### src/rtl/pic_pkg.sv
// Shared types and helpers for the 8259-style interrupt front end.
// prio_find scans a request vector in rotating order starting just above lp.
package pic_pkg;

  localparam int unsigned NUM_IR = 8;
  localparam int unsigned IdW    = 3;

  typedef logic [IdW-1:0] ir_id_t;

  typedef enum logic [0:0] {
    StIdle,
    StAck1
  } ack_state_e;

  typedef enum logic [0:0] {
    EoiNonSpecific = 1'b0,
    EoiSpecific    = 1'b1
  } eoi_cmd_e;

  typedef struct packed {
    logic   found;
    ir_id_t id;
  } prio_res_t;

  function automatic prio_res_t prio_find(input logic [NUM_IR-1:0] vec, input ir_id_t lp);
    prio_res_t res;
    ir_id_t    idx;
    res = '0;
    // Walk from lowest (lp) up to highest (lp+1) so the highest match is kept.
    for (int k = NUM_IR; k >= 1; k--) begin
      idx = lp + ir_id_t'(k);
      if (vec[idx]) begin
        res.found = 1'b1;
        res.id    = idx;
      end
    end
    return res;
  endfunction

  // 0 = highest priority, 7 = lowest.
  function automatic ir_id_t prio_rank(input ir_id_t id, input ir_id_t lp);
    return id - lp - 3'd1;
  endfunction

endpackage

### src/rtl/pic_prio_find.sv
// Combinational rotating priority encoder over an 8-bit request vector.
module pic_prio_find
  import pic_pkg::*;
(
  input  logic [NUM_IR-1:0] vec_i,
  input  ir_id_t            lp_i,
  output logic              found_o,
  output ir_id_t            id_o
);

  prio_res_t res;

  assign res     = prio_find(vec_i, lp_i);
  assign found_o = res.found;
  assign id_o    = res.id;

endmodule

### src/rtl/interrupt_priority_resolver.sv
// IRR capture, masking, fully-nested rotating priority, ISR maintenance across the
// two INTA phases and EOI commands, with registered request/ID/vector-strobe outputs.
module interrupt_priority_resolver
  import pic_pkg::*;
(
  input  logic              clk,
  input  logic              rst,
  input  logic [NUM_IR-1:0] ir_in,
  input  logic              ltim,
  input  logic [NUM_IR-1:0] mask,
  input  logic              aeoi,
  input  logic              auto_rotate,
  input  logic              first_ack,
  input  logic              second_ack,
  input  logic              eoi_valid,
  input  logic              eoi_specific,
  input  logic [IdW-1:0]    eoi_id,
  input  logic              eoi_rotate,
  output logic [NUM_IR-1:0] irr,
  output logic [NUM_IR-1:0] isr,
  output logic              int_req,
  output logic [IdW-1:0]    highest_id,
  output logic              vec_flag
);

  logic [NUM_IR-1:0] ir_q, irr_q, irr_d, isr_q, isr_d, cand_vec;
  ack_state_e        state_q, state_d;
  ir_id_t            lp_q, lp_d, grant_q, grant_d, hid_q, hid_d;
  logic              fa_q, fa_qq, sa_q, sa_qq;
  logic              int_req_q, int_req_d, vec_q, vec_d;
  logic              cand_found, isr_found;
  ir_id_t            cand_id, isr_id;
  logic              do_grant, do_vec;

  assign cand_vec = irr_q & ~mask;

  pic_prio_find u_cand_find (
    .vec_i   (cand_vec),
    .lp_i    (lp_q),
    .found_o (cand_found),
    .id_o    (cand_id)
  );

  pic_prio_find u_isr_find (
    .vec_i   (isr_q),
    .lp_i    (lp_q),
    .found_o (isr_found),
    .id_o    (isr_id)
  );

  always_comb begin
    do_grant = (state_q == StIdle) && fa_q && !fa_qq;
    do_vec   = (state_q == StAck1) && sa_q && !sa_qq;

    state_d = state_q;
    if (do_grant) state_d = StAck1;
    if (do_vec)   state_d = StIdle;

    grant_d = grant_q;
    if (do_grant) grant_d = cand_found ? cand_id : 3'd7;

    irr_d = irr_q;
    if (ltim) begin
      irr_d = ir_in;
    end else begin
      for (int i = 0; i < NUM_IR; i++) begin
        // A fresh edge beats the grant-clear of the same bit.
        if (ir_in[i] && !ir_q[i])    irr_d[i] = 1'b1;
        else if (!ir_in[i])          irr_d[i] = 1'b0;
        else if (do_grant && cand_found && cand_id == ir_id_t'(i)) irr_d[i] = 1'b0;
      end
    end

    isr_d = isr_q;
    lp_d  = lp_q;
    if (do_grant && cand_found) isr_d[cand_id] = 1'b1;
    if (do_vec && aeoi) begin
      isr_d[grant_q] = 1'b0;
      if (auto_rotate) lp_d = grant_q;
    end
    if (eoi_valid) begin
      if (eoi_cmd_e'(eoi_specific) == EoiSpecific) begin
        isr_d[eoi_id] = 1'b0;
      end else if (isr_found) begin
        isr_d[isr_id] = 1'b0;
        if (eoi_rotate) lp_d = isr_id;
      end
    end

    int_req_d = (state_d == StIdle) && cand_found &&
                (!isr_found || (prio_rank(cand_id, lp_q) < prio_rank(isr_id, lp_q)));
    vec_d     = do_vec;

    if (eoi_valid && (eoi_cmd_e'(eoi_specific) == EoiNonSpecific) && isr_found) begin
      hid_d = isr_id;
    end else if (do_grant) begin
      hid_d = grant_d;
    end else if (state_q == StAck1) begin
      hid_d = grant_q;
    end else begin
      hid_d = cand_id;
    end
  end

  always_ff @(posedge clk) begin
    if (rst) begin
      ir_q      <= '0;
      irr_q     <= '0;
      isr_q     <= '0;
      state_q   <= StIdle;
      lp_q      <= 3'd7;
      grant_q   <= '0;
      hid_q     <= '0;
      fa_q      <= 1'b0;
      fa_qq     <= 1'b0;
      sa_q      <= 1'b0;
      sa_qq     <= 1'b0;
      int_req_q <= 1'b0;
      vec_q     <= 1'b0;
    end else begin
      ir_q      <= ir_in;
      irr_q     <= irr_d;
      isr_q     <= isr_d;
      state_q   <= state_d;
      lp_q      <= lp_d;
      grant_q   <= grant_d;
      hid_q     <= hid_d;
      fa_q      <= first_ack;
      fa_qq     <= fa_q;
      sa_q      <= second_ack;
      sa_qq     <= sa_q;
      int_req_q <= int_req_d;
      vec_q     <= vec_d;
    end
  end

  assign irr        = irr_q;
  assign isr        = isr_q;
  assign int_req    = int_req_q;
  assign highest_id = hid_q;
  assign vec_flag   = vec_q;

endmodule

### config.mk
export PLATFORM = sky130hd
export DESIGN_NAME = interrupt_priority_resolver
export DESIGN_NICKNAME = d
export VERILOG_FILES = /design/src/rtl/pic_pkg.sv /design/src/rtl/pic_prio_find.sv /design/src/rtl/interrupt_priority_resolver.sv
export SDC_FILE = /design/constraint.sdc
export NUM_CORES = 1
export LEC_CHECK = 0
export ABC_AREA = 1
export CAP_MARGIN = 20
export CORE_MARGIN = 3
export CORE_UTILIZATION = 30
export CTS_CLUSTER_SIZE = 8
export DETAILED_ROUTE_END_ITERATION = 10
export GPL_TIMING_DRIVEN = 1
export PLACE_DENSITY_LB_ADDON = 0.25
export SYNTH_ARGS = -nofsm -noshare
export SYNTH_HDL_FRONTEND = slang
export SYNTH_SLANG_ARGS = --single-unit
### constraint.sdc
create_clock -name clk -period 11.22 [get_ports clk]
set_clock_uncertainty 0.05 [all_clocks]
set_input_delay 1.683 -clock clk [delete_from_list [all_inputs] [get_ports clk]]
set_output_delay 1.683 -clock clk [all_outputs]
set_load 0.01 [all_outputs]
# After elaboration in Yosys (flattened, before gate mapping)
# Index checks and enable logic that the tools add are counted.
# totals
regBits	40
output_inout_bits	21
elab_cells	217
# classes
addsub	11
muxes	99
n_bitwise	12
n_reduce_logical	43
magnitude_cmp	17
eq_ne	15
# ops
cell	n
$mux 4	16
$bmux 1 s3	16
$lt 3x4->1 const B	12
$mux 8	6
$mux 1	46
$mux 3	11
$and 8x8->8	4
$ne 4x1->1 const B	8
$not 8->8	4
$logic_and 1x1->1	30
$add 3x3->3 const B	4
$demux 1 s3	4
$eq 3x3->1 const B	4
$ge 3x1->1 const B	4
$logic_not 1->1	11
$or 8x8->8	1
$add 3x2->3 const B	2
$eq 3x2->1 const B	2
$sub 3x1->3 const B	2
$sub 3x3->3	2
$add 3x1->3 const B	1
$eq 3x1->1 const B	1
$logic_not 3->1	1
$lt 3x3->1	1
2 further kinds	4

# Logic depth before layout (Yosys ltp)
# Gate-level depths: netlist of run 1.
# depth
word_depth	24
ltp_mapped	25

# By module
# A second synthesis of run 1 with hierarchy kept.
# unflattened
hier_cells	559
area_unflattened_um2	3377.0
# by_module_without_submodules
mod	area_each_um2	cells_per_inst	seq_area_each_um2	instances
interrupt_priority_resolver	2040.7	307	800.8	1
pic_prio_find	668.1	126	0.0	2

# Worst setup path after synthesis of run 1
# Ideal clock, no wire load.
# synth_path
path_kind	input-to-reg
startpoint	in mask[1]
endpoint	reg int_req_q (netlist: int_req)
path_stages	22
arrival_ns	4.112
setup_slack_ns	6.980
cell_sequence	inv_1 > nand3_1 > nand3_1 > nand3_1 > nand2_1 > inv_2 > nand2_1 > nand2_1 > nand2_1 > nand2_1 > nand2_2 > nand2_2 > nand2_2 > nand2_4 > ha_1 > fa_1 > xnor2_1 > xor2_1 > ha_1 > a21oi_1 > a21oi_1 > nor3_1
# synth_via
elab_chain_len	17
elab_cells_between_ends	32
cone_classes	add/sub: 2; order compare: 1; mux: 24; bitwise: 2; reduce/logical: 3
# synth_rtl
element	line	text
start, declared	interrupt_priority_resolver.sv:10	input logic [NUM_IR-1:0] mask,
$not 8->8 *	interrupt_priority_resolver.sv:35	assign cand_vec = irr_q & ~mask;
$and 8x8->8 *	interrupt_priority_resolver.sv:35	
$bmux 1 s3	pic_pkg.sv:32	if (vec[idx]) begin
$mux 1 (not written as such)	pic_pkg.sv:32	
$mux 4 (7 in a row)	pic_pkg.sv:32	
$mux 4 *	pic_pkg.sv:32	
$sub 3x3->3	pic_pkg.sv:42	return id - lp - 3'd1;
$sub 3x1->3	pic_pkg.sv:42	
$lt 3x3->1	interrupt_priority_resolver.sv:91	(!isr_found || (prio_rank(cand_id, lp_q) < prio_rank(isr_id, lp_q)));
$logic_or 1x1->1	interrupt_priority_resolver.sv:91	
$logic_and 1x1->1 *	interrupt_priority_resolver.sv:90	int_req_d = (state_d == StIdle) && cand_found &&
end signal, assigned	interrupt_priority_resolver.sv:132	int_req_q <= int_req_d;
end, declared	interrupt_priority_resolver.sv:30	logic int_req_q, int_req_d, vec_q, vec_d;
# Mark *: on every way between the ends. The rest lies on a longest branch, timed or not. The select of a mux whose other input is x is not followed.
# A chain may end at the register's enable or synchronous reset.

# Worst setup path after layout of run 1
# layout_path
startpoint	reg lp_q[1]
endpoint	reg int_req_q (netlist: int_req)
# layout_via
elab_chain_len	15
elab_cells_between_ends	64
cone_classes	add/sub: 11; order compare: 1; mux: 48; reduce/logical: 4
# layout_rtl
element	line	text
start, declared	interrupt_priority_resolver.sv:28	ir_id_t lp_q, lp_d, grant_q, grant_d, hid_q, hid_d;
start signal, assigned	interrupt_priority_resolver.sv:125	lp_q <= lp_d;
$add 3x3->3 or $bmux 1 s3 (tied branches)	pic_pkg.sv:31, pic_pkg.sv:32	
$bmux 1 s3 or $mux 1 (tied branches)	pic_pkg.sv:32	
$mux 1 (not written as such) or $mux 4 (tied branches)	pic_pkg.sv:32	
$mux 4 (7 in a row)	pic_pkg.sv:32	
$sub 3x3->3	pic_pkg.sv:42	
$sub 3x1->3	pic_pkg.sv:42	
$lt 3x3->1	interrupt_priority_resolver.sv:91	
$logic_or 1x1->1	interrupt_priority_resolver.sv:91	
$logic_and 1x1->1 *	interrupt_priority_resolver.sv:90	
# Marks and branches as above.

==> results by group, run 1 <==
Worst setup path
  • Kind of critical path: reg -> reg
  • Type of origin of the critical path: flop
  • CP Capture Type: flop
  • Worst-path fanout max: 18
  • Required time reported for the critical path endpoint: roughly 11000 ps
  • Arrival time of the worst setup path: about 5200 ps

Cells and area
  • Proportion of layout cells with a drive suffix above 1: 0.0617
  • Share of the core filled with cells in the final layout: 0.373
  • Post-layout net count: 619
  • Synthesis-to-layout area growth: 20.0%
  • Post-route insts no fill: 719
  • Count of antenna diodes in the layout: 0

Timing
  • Max-slew violation count: 0
  • Worst slew slack as a fraction of its limit: 0.495
  • Transition time of the tightest slew-check pin: 757 ps
  • Final Setup Violations: 0
  • RSZ-0062 raised after global routing: no
  • Final min period: 5000 ps
  • Count of final hold-check violations: 0
  • Part of the cycle the worst path needs: 0.445
  • Max Clock Freq: 200 MHz
  • Setup TNS: 0 ps

Floorplan
  • Number of I/O pins: 50
  • Die Span X: 110 µm
  • Core outline area: 10400 µm²
  • Effective utilization at floorplan: 0.311
  • Total Die Area: 12100 µm²
  • Die outline height: 110 µm
  • Standard-cell rows: 37

Hold path
  • Min-delay worst type: reg -> reg

Global routing
  • Layer with the highest usage: met2
  • Antenna violations before repair: 0
  • GR Layer Usage met3: 0.0194
  • Met1 usage in global routing: 0.229
  • Vias in the first global route: 3337
  • Wire length of the first global-routing pass: 16.2 mm
  • Combined global-route utilization of all metal layers: 0.170
  • Met2 track demand over resource: 0.290
  • Pin count of the biggest net entering global routing: 26
  • Remaining Overflow, GRT: 0

Clocking
  • H-tree depth: 2
  • Gates resized, CTS repair: 0
  • Clock input transition at the sequential cells of the worst setup and hold paths: 80 ps
  • Clock latency reported for the late side of the worst-skew pair: roughly 290 ps
  • Number of buffers inserted by hold repair at cts: 0
  • Post CTS Setup Buffer Count: 0
  • CTS tree: yes
  • Root Buffer: sky130_fd_sc_hd__clkbuf_8
  • Total clock sinks: 40
  • Clock Path Buffers: 2
  • Number of buffers added by the clock tree synthesis step: 5

Detailed routing
  • Post-route antenna net violation count: 0
  • Per-cell via count in the routed design: 4.92
  • DRC viols: 0
  • Routed via count: roughly 3500
  • Total wirelength of the detailed-routed design: 9.91 mm
  • WL per Instance: 13.8 µm
  • Number of detailed-route iterations in the first pass: 5
  • First-iteration detailed-routing DRC count: 200

Yosys
  • Proportion of synthesized chip area in sequential cells: 0.247
  • Synth Register Bits: 40
  • Post-synthesis cell count: 541
  • Cell variety after synth: 38
  • Number of warnings printed during yosys synthesis: 0
  • Post-Synthesis Cell Area: roughly 3200 µm²
  • Post-synth net total: 578
  • Mapped Avg Cell Area: between 5 and 6 µm²

Status
  • Run status: finished, final reports clean

Placement
  • Count of input and output buffers: 49
  • Placed instance count: 711
  • Post-detail-place hpwl: around 8.0 mm
  • Routability congestion estimate from global placement: 0.903

Run
  • MaxCap Viol Count: 0
[state kept, by name (all words and copies together) (netlist names)]
name	flops
ir_q	8
vec_flag	1
grant_q	3
irr	8
sa_qq	1
lp_q	3
highest_id	3
fa_q	1
int_req	1
state_q	1
isr	8
sa_q	1
fa_qq	1
[cells in the mapped netlist, drive strengths merged]
library cell / count / area (µm²)
o211ai: 1 / 7.51
nor3: 4 / 25.0
dfxtp: 40 / 801
nand2: 155 / 614
a31oi: 2 / 12.5
clkbuf: 6 / 42.5
nand3: 95 / 485
ha: 6 / 75.1
o221ai: 2 / 17.5
xnor2: 3 / 33.8
xor2: 6 / 60.1
fa: 2 / 40.0
a21oi: 39 / 195
buf: 9 / 80.1
nand4: 7 / 43.8
clkdlybuf4s18: 1 / 10.0
o21ai: 17 / 85.1
a41oi: 5 / 43.8
inv: 87 / 334
a21boi: 1 / 7.51
o22ai: 2 / 12.5
nor2: 49 / 194
o21bai: 1 / 7.51
a221oi: 1 / 8.76
[final timing paths]
kind / from / end / slack (ps) / cells past startpoint
setup / recovery: lp_q[1]$_SDFF_PP1_ / int_req$_SDFF_PP0_ / 6220 / 21
hold / removal: fa_q$_SDFF_PP0_ / fa_qq$_SDFF_PP0_ / 380 / 2
setup reg to reg: lp_q[1]$_SDFF_PP1_ / int_req$_SDFF_PP0_ / 6220 / 21
hold reg to reg: fa_q$_SDFF_PP0_ / fa_qq$_SDFF_PP0_ / 380 / 2
[cells by family after synthesis]
| family | synth area share |
|---|---|
| XOR/XNOR | 0.0290 |
| adder cells (fa/ha/maj) | 0.0356 |
| AO/OA/AOI/OAI | 0.123 |
| AND/OR/NAND/NOR | 0.421 |
| flip-flops | 0.247 |
| buffers and inverters | 0.144 |
[layer usage]
layer / up-vias / part of all wire / wire (µm)
li1: 1826 / - / -
met1: 1580 / 0.46 / 4520
met2: 120 / 0.48 / 4770
met3: 15 / 0.052 / 512
met4: 0 / 0.011 / 108
met5: - / 0 / 0
[placed cells by master, fill, tap and decap left out, types with 2 or more instances in the layout]
cell type,n
sky130_fd_sc_hd__a31oi_1,2
sky130_fd_sc_hd__xnor2_1,2
sky130_fd_sc_hd__a41oi_1,5
sky130_fd_sc_hd__xor2_1,5
sky130_fd_sc_hd__inv_2,8
sky130_fd_sc_hd__nand3_2,2
sky130_fd_sc_hd__fa_1,2
sky130_fd_sc_hd__nand3_1,93
sky130_fd_sc_hd__nor2_1,47
sky130_fd_sc_hd__nand4_1,7
sky130_fd_sc_hd__nor3_1,3
sky130_fd_sc_hd__inv_1,78
sky130_fd_sc_hd__o22ai_1,2
sky130_fd_sc_hd__o21ai_0,16
sky130_fd_sc_hd__clkdlybuf4s50_1,49
sky130_fd_sc_hd__a21oi_1,39
sky130_fd_sc_hd__nand2_1,144
sky130_fd_sc_hd__clkbuf_8,5
sky130_fd_sc_hd__o221ai_1,2
sky130_fd_sc_hd__ha_1,6
sky130_fd_sc_hd__dfxtp_1,40
sky130_fd_sc_hd__nand2_2,10
[final cells by class]
class / instances / area, µm²
clock buffer: 5 / 68.8
clock inverter: 3 / 42.5
sequential: 40 / 801
inverter: 87 / 334
tap: 136 / 170
fill: 1156 / 6530
multi-input combinational: 398 / 1970
timing repair buffer: 50 / 498
[worst max-delay path: stages (launching register included)]
cell and delay, ps:
sky130_fd_sc_hd__dfxtp_1 690, sky130_fd_sc_hd__inv_1 500, sky130_fd_sc_hd__ha_1 710, sky130_fd_sc_hd__inv_1 320
sky130_fd_sc_hd__nand3_1 190, sky130_fd_sc_hd__nand3_1 100, sky130_fd_sc_hd__nand2_1 170, sky130_fd_sc_hd__inv_1 70
sky130_fd_sc_hd__nand2_1 60, sky130_fd_sc_hd__nand2_1 40, sky130_fd_sc_hd__nand2_1 50, sky130_fd_sc_hd__nand2_1 40
sky130_fd_sc_hd__nand2_1 60, sky130_fd_sc_hd__nand2_2 120, sky130_fd_sc_hd__ha_1 230, sky130_fd_sc_hd__fa_1 400
sky130_fd_sc_hd__xor2_1 160, sky130_fd_sc_hd__xor2_1 200, sky130_fd_sc_hd__ha_1 310, sky130_fd_sc_hd__a21oi_1 160
sky130_fd_sc_hd__a21oi_1 90, sky130_fd_sc_hd__nor3_1 180
[metrics by stage]
step           hold WS (ps)  instance area (µm²)  worst slack, ps
2_1_floorplan           361                 3240             6980
5_1_grt                 419                 3880             5800
3_5_place_dp            377                 3770             6170
3_3_place_gp            369                 3770             6220
6_report                385                 3880             6220
4_1_cts                 389                 3880             6310
Power of run 1 is left out: the tool's default activity adds up to more than one toggle a clock period on the data nets, which glitch-free logic cannot reach.
==> run 2: changes to the inputs <==
==> constraint.sdc (replaced) <==
create_clock -name clk -period 4 [get_ports clk]
set_clock_uncertainty 0.05 [all_clocks]
set_input_delay 0.6 -clock clk [delete_from_list [all_inputs] [get_ports clk]]
set_output_delay 0.6 -clock clk [all_outputs]
set_load 0.01 [all_outputs]
==> results by group, run 2 (same netlist as run 1, synthesis figures left out) <==
Status
  • Run status: finished, final reports clean

Clocking
  • CTS tree: yes
  • Root Buffer: sky130_fd_sc_hd__clkbuf_8
  • Clock input transition at the sequential cells of the worst setup and hold paths: roughly 80 ps
  • Clock Path Buffers: 2
  • Number of buffers added by the clock tree synthesis step: 5
  • H-tree depth: 2
  • Clock latency reported for the late side of the worst-skew pair: 300 ps
  • Total clock sinks: 40
  • Number of buffers inserted by hold repair at cts: 0

Worst setup path
  • Arrival time of the worst setup path: 3880 ps
  • Kind of critical path: reg -> reg
  • Required time reported for the critical path endpoint: 4170 ps
  • Type of origin of the critical path: flop
  • Reg-to-Reg Start: lp_q[0]$_SDFF_PP1_
  • Number of cells traversed by the worst register-to-register path: 22
  • CP Capture Type: flop
  • Worst-path fanout max: 7
  • Slack of the worst reg-to-reg path: 290 ps
  • Worst reg2reg endpoint: int_req$_SDFF_PP0_

Detailed routing
  • WL per Instance: approximately 14 µm
  • Routed via count: around 3600
  • First-iteration detailed-routing DRC count: between 150 and 200
  • Total wirelength of the detailed-routed design: between 10 and 15 mm
  • DRC viols: 0
  • Per-cell via count in the routed design: 4.92
  • Post-route antenna net violation count: 0
  • Number of detailed-route iterations in the first pass: 5

Floorplan
  • Core outline area: approximately 10000 µm²
  • Die outline height: 110 µm
  • Total Die Area: roughly 12000 µm²
  • Number of I/O pins: 50
  • Die Span X: 110 µm
  • Effective utilization at floorplan: 0.311
  • Standard-cell rows: 37

Placement
  • Routability congestion estimate from global placement: about 0.95
  • Post-detail-place hpwl: between 8 and 9 mm
  • Count of input and output buffers: 49

Global routing
  • Remaining Overflow, GRT: 0
  • Vias in the first global route: 3338
  • Combined global-route utilization of all metal layers: 0.168
  • Antenna violations before repair: 0
  • Pin count of the biggest net entering global routing: 25
  • Wire length of the first global-routing pass: 16.1 mm

Run
  • MaxCap Viol Count: 0

Timing
  • Transition time of the tightest slew-check pin: 653 ps
  • Max-slew violation count: 0
  • Max Clock Freq: 270 MHz
  • Final Setup Violations: 0
  • Final min period: 3710 ps
  • Setup TNS: 0 ps
  • Count of final hold-check violations: 0
  • Worst slew slack as a fraction of its limit: 0.563
  • Part of the cycle the worst path needs: 0.926
  • RSZ-0062 raised after global routing: no

Cells and area
  • Synthesis-to-layout area growth: 23.1%
  • Commonest cells after routing, fill and taps aside: 144 x sky130_fd_sc_hd__nand2_1, 93 x sky130_fd_sc_hd__nand3_1, 77 x sky130_fd_sc_hd__inv_1
  • Count of antenna diodes in the layout: 0
  • Leading cell type in the layout, fill and taps excluded: sky130_fd_sc_hd__nand2_1
  • Post-layout net count: 631
  • Proportion of layout cells with a drive suffix above 1: 0.0874

Hold path
  • Worst Hold Path EP: fa_qq$_SDFF_PP0_
  • Hold Path Origin: fa_q$_SDFF_PP0_
  • Hold Path Cell Cnt: 2
  • Min-delay worst type: reg -> reg
run 2: cell count changes in the layout (fill, tap and decap cells not counted), sizes merged:
cell / previous run / this run
inv: 87 / 86
clkinvlp: 1 / 3
buf: 1 / 12
run 2: how the worst max path moves through the flow:
stage / from / endpoint / slack, ps / cells after the start
floorplan: lp_q[1]$_SDFF_PP1_ / int_req$_SDFF_PP0_ / 240 / 23
global placement: lp_q[0]$_SDFF_PP1_ / int_req$_SDFF_PP0_ / 230 / 22
detailed placement: lp_q[0]$_SDFF_PP1_ / int_req$_SDFF_PP0_ / 130 / 22
CTS: lp_q[0]$_SDFF_PP1_ / int_req$_SDFF_PP0_ / 130 / 22
global route: lp_q[1]$_SDFF_PP1_ / int_req$_SDFF_PP0_ / 20 / 21
finish: lp_q[0]$_SDFF_PP1_ / int_req$_SDFF_PP0_ / 290 / 22
run 2: final cells by class:
cell class | count | area [µm²]
Clock buffer | 5 | 68.8
Clock inverter | 3 | 42.5
Fill cell | 1132 | 6430
Inverter | 87 | 338
Multi-Input combinational cell | 398 | 1970
Sequential cell | 40 | 803
Tap cell | 136 | 170
Timing Repair Buffer | 61 | 584
Timing Repair inverter | 1 | 5.00
run 2: what timing repair did:
item	4_1_cts	5_1_grt
endpoints found under the setup margin	0	1
buffers inserted	0	2
gates resized for setup	0	5
run 2: per-stage QoR:
step | hold WS [ps] | std cells | setup slack [ps] | cell area [µm²] | utilization
5_1_grt | 418 | 731 | 22.6 | 3980 | 0.382
3_5_place_dp | 375 | 720 | 130 | 3840 | 0.369
6_report | 385 | 731 | 294 | 3980 | 0.382
3_3_place_gp | 369 | 720 | 234 | 3840 | 0.369
2_1_floorplan | 361 | 541 | 241 | 3240 | -
4_1_cts | 388 | 728 | 129 | 3950 | 0.379
run 2: layer usage:
metal / routed length (µm) / up-vias / GRT usage
li1: - / 1848 / -
met1: 4610 / 1637 / 0.225
met2: 4860 / 95 / 0.284
met3: 440 / 14 / 0.0182
met4: 166 / 0 / 0.0481
met5: 0 / - / 0
run 2: worst max-delay path, cell delays in order (launching register included):
cell,delay [ps]
sky130_fd_sc_hd__dfxtp_2,400
sky130_fd_sc_hd__inv_8,30
sky130_fd_sc_hd__ha_2,370
sky130_fd_sc_hd__clkinvlp_2,260
sky130_fd_sc_hd__nand3_1,210
sky130_fd_sc_hd__nand3_1,120
sky130_fd_sc_hd__nand2_2,140
sky130_fd_sc_hd__nor2_1,70
sky130_fd_sc_hd__nand2_1,70
sky130_fd_sc_hd__nand3_1,60
sky130_fd_sc_hd__nand2_1,60
sky130_fd_sc_hd__nand2_1,50
sky130_fd_sc_hd__nand2_1,50
sky130_fd_sc_hd__nand2_1,60
sky130_fd_sc_hd__nand2_2,130
sky130_fd_sc_hd__inv_2,80
sky130_fd_sc_hd__fa_1,410
sky130_fd_sc_hd__xnor2_1,140
sky130_fd_sc_hd__xor2_1,170
sky130_fd_sc_hd__ha_1,320
sky130_fd_sc_hd__a21oi_1,150
sky130_fd_sc_hd__a21oi_1,80
sky130_fd_sc_hd__nor3_1,160
Power of run 2 is left out for the same reason.
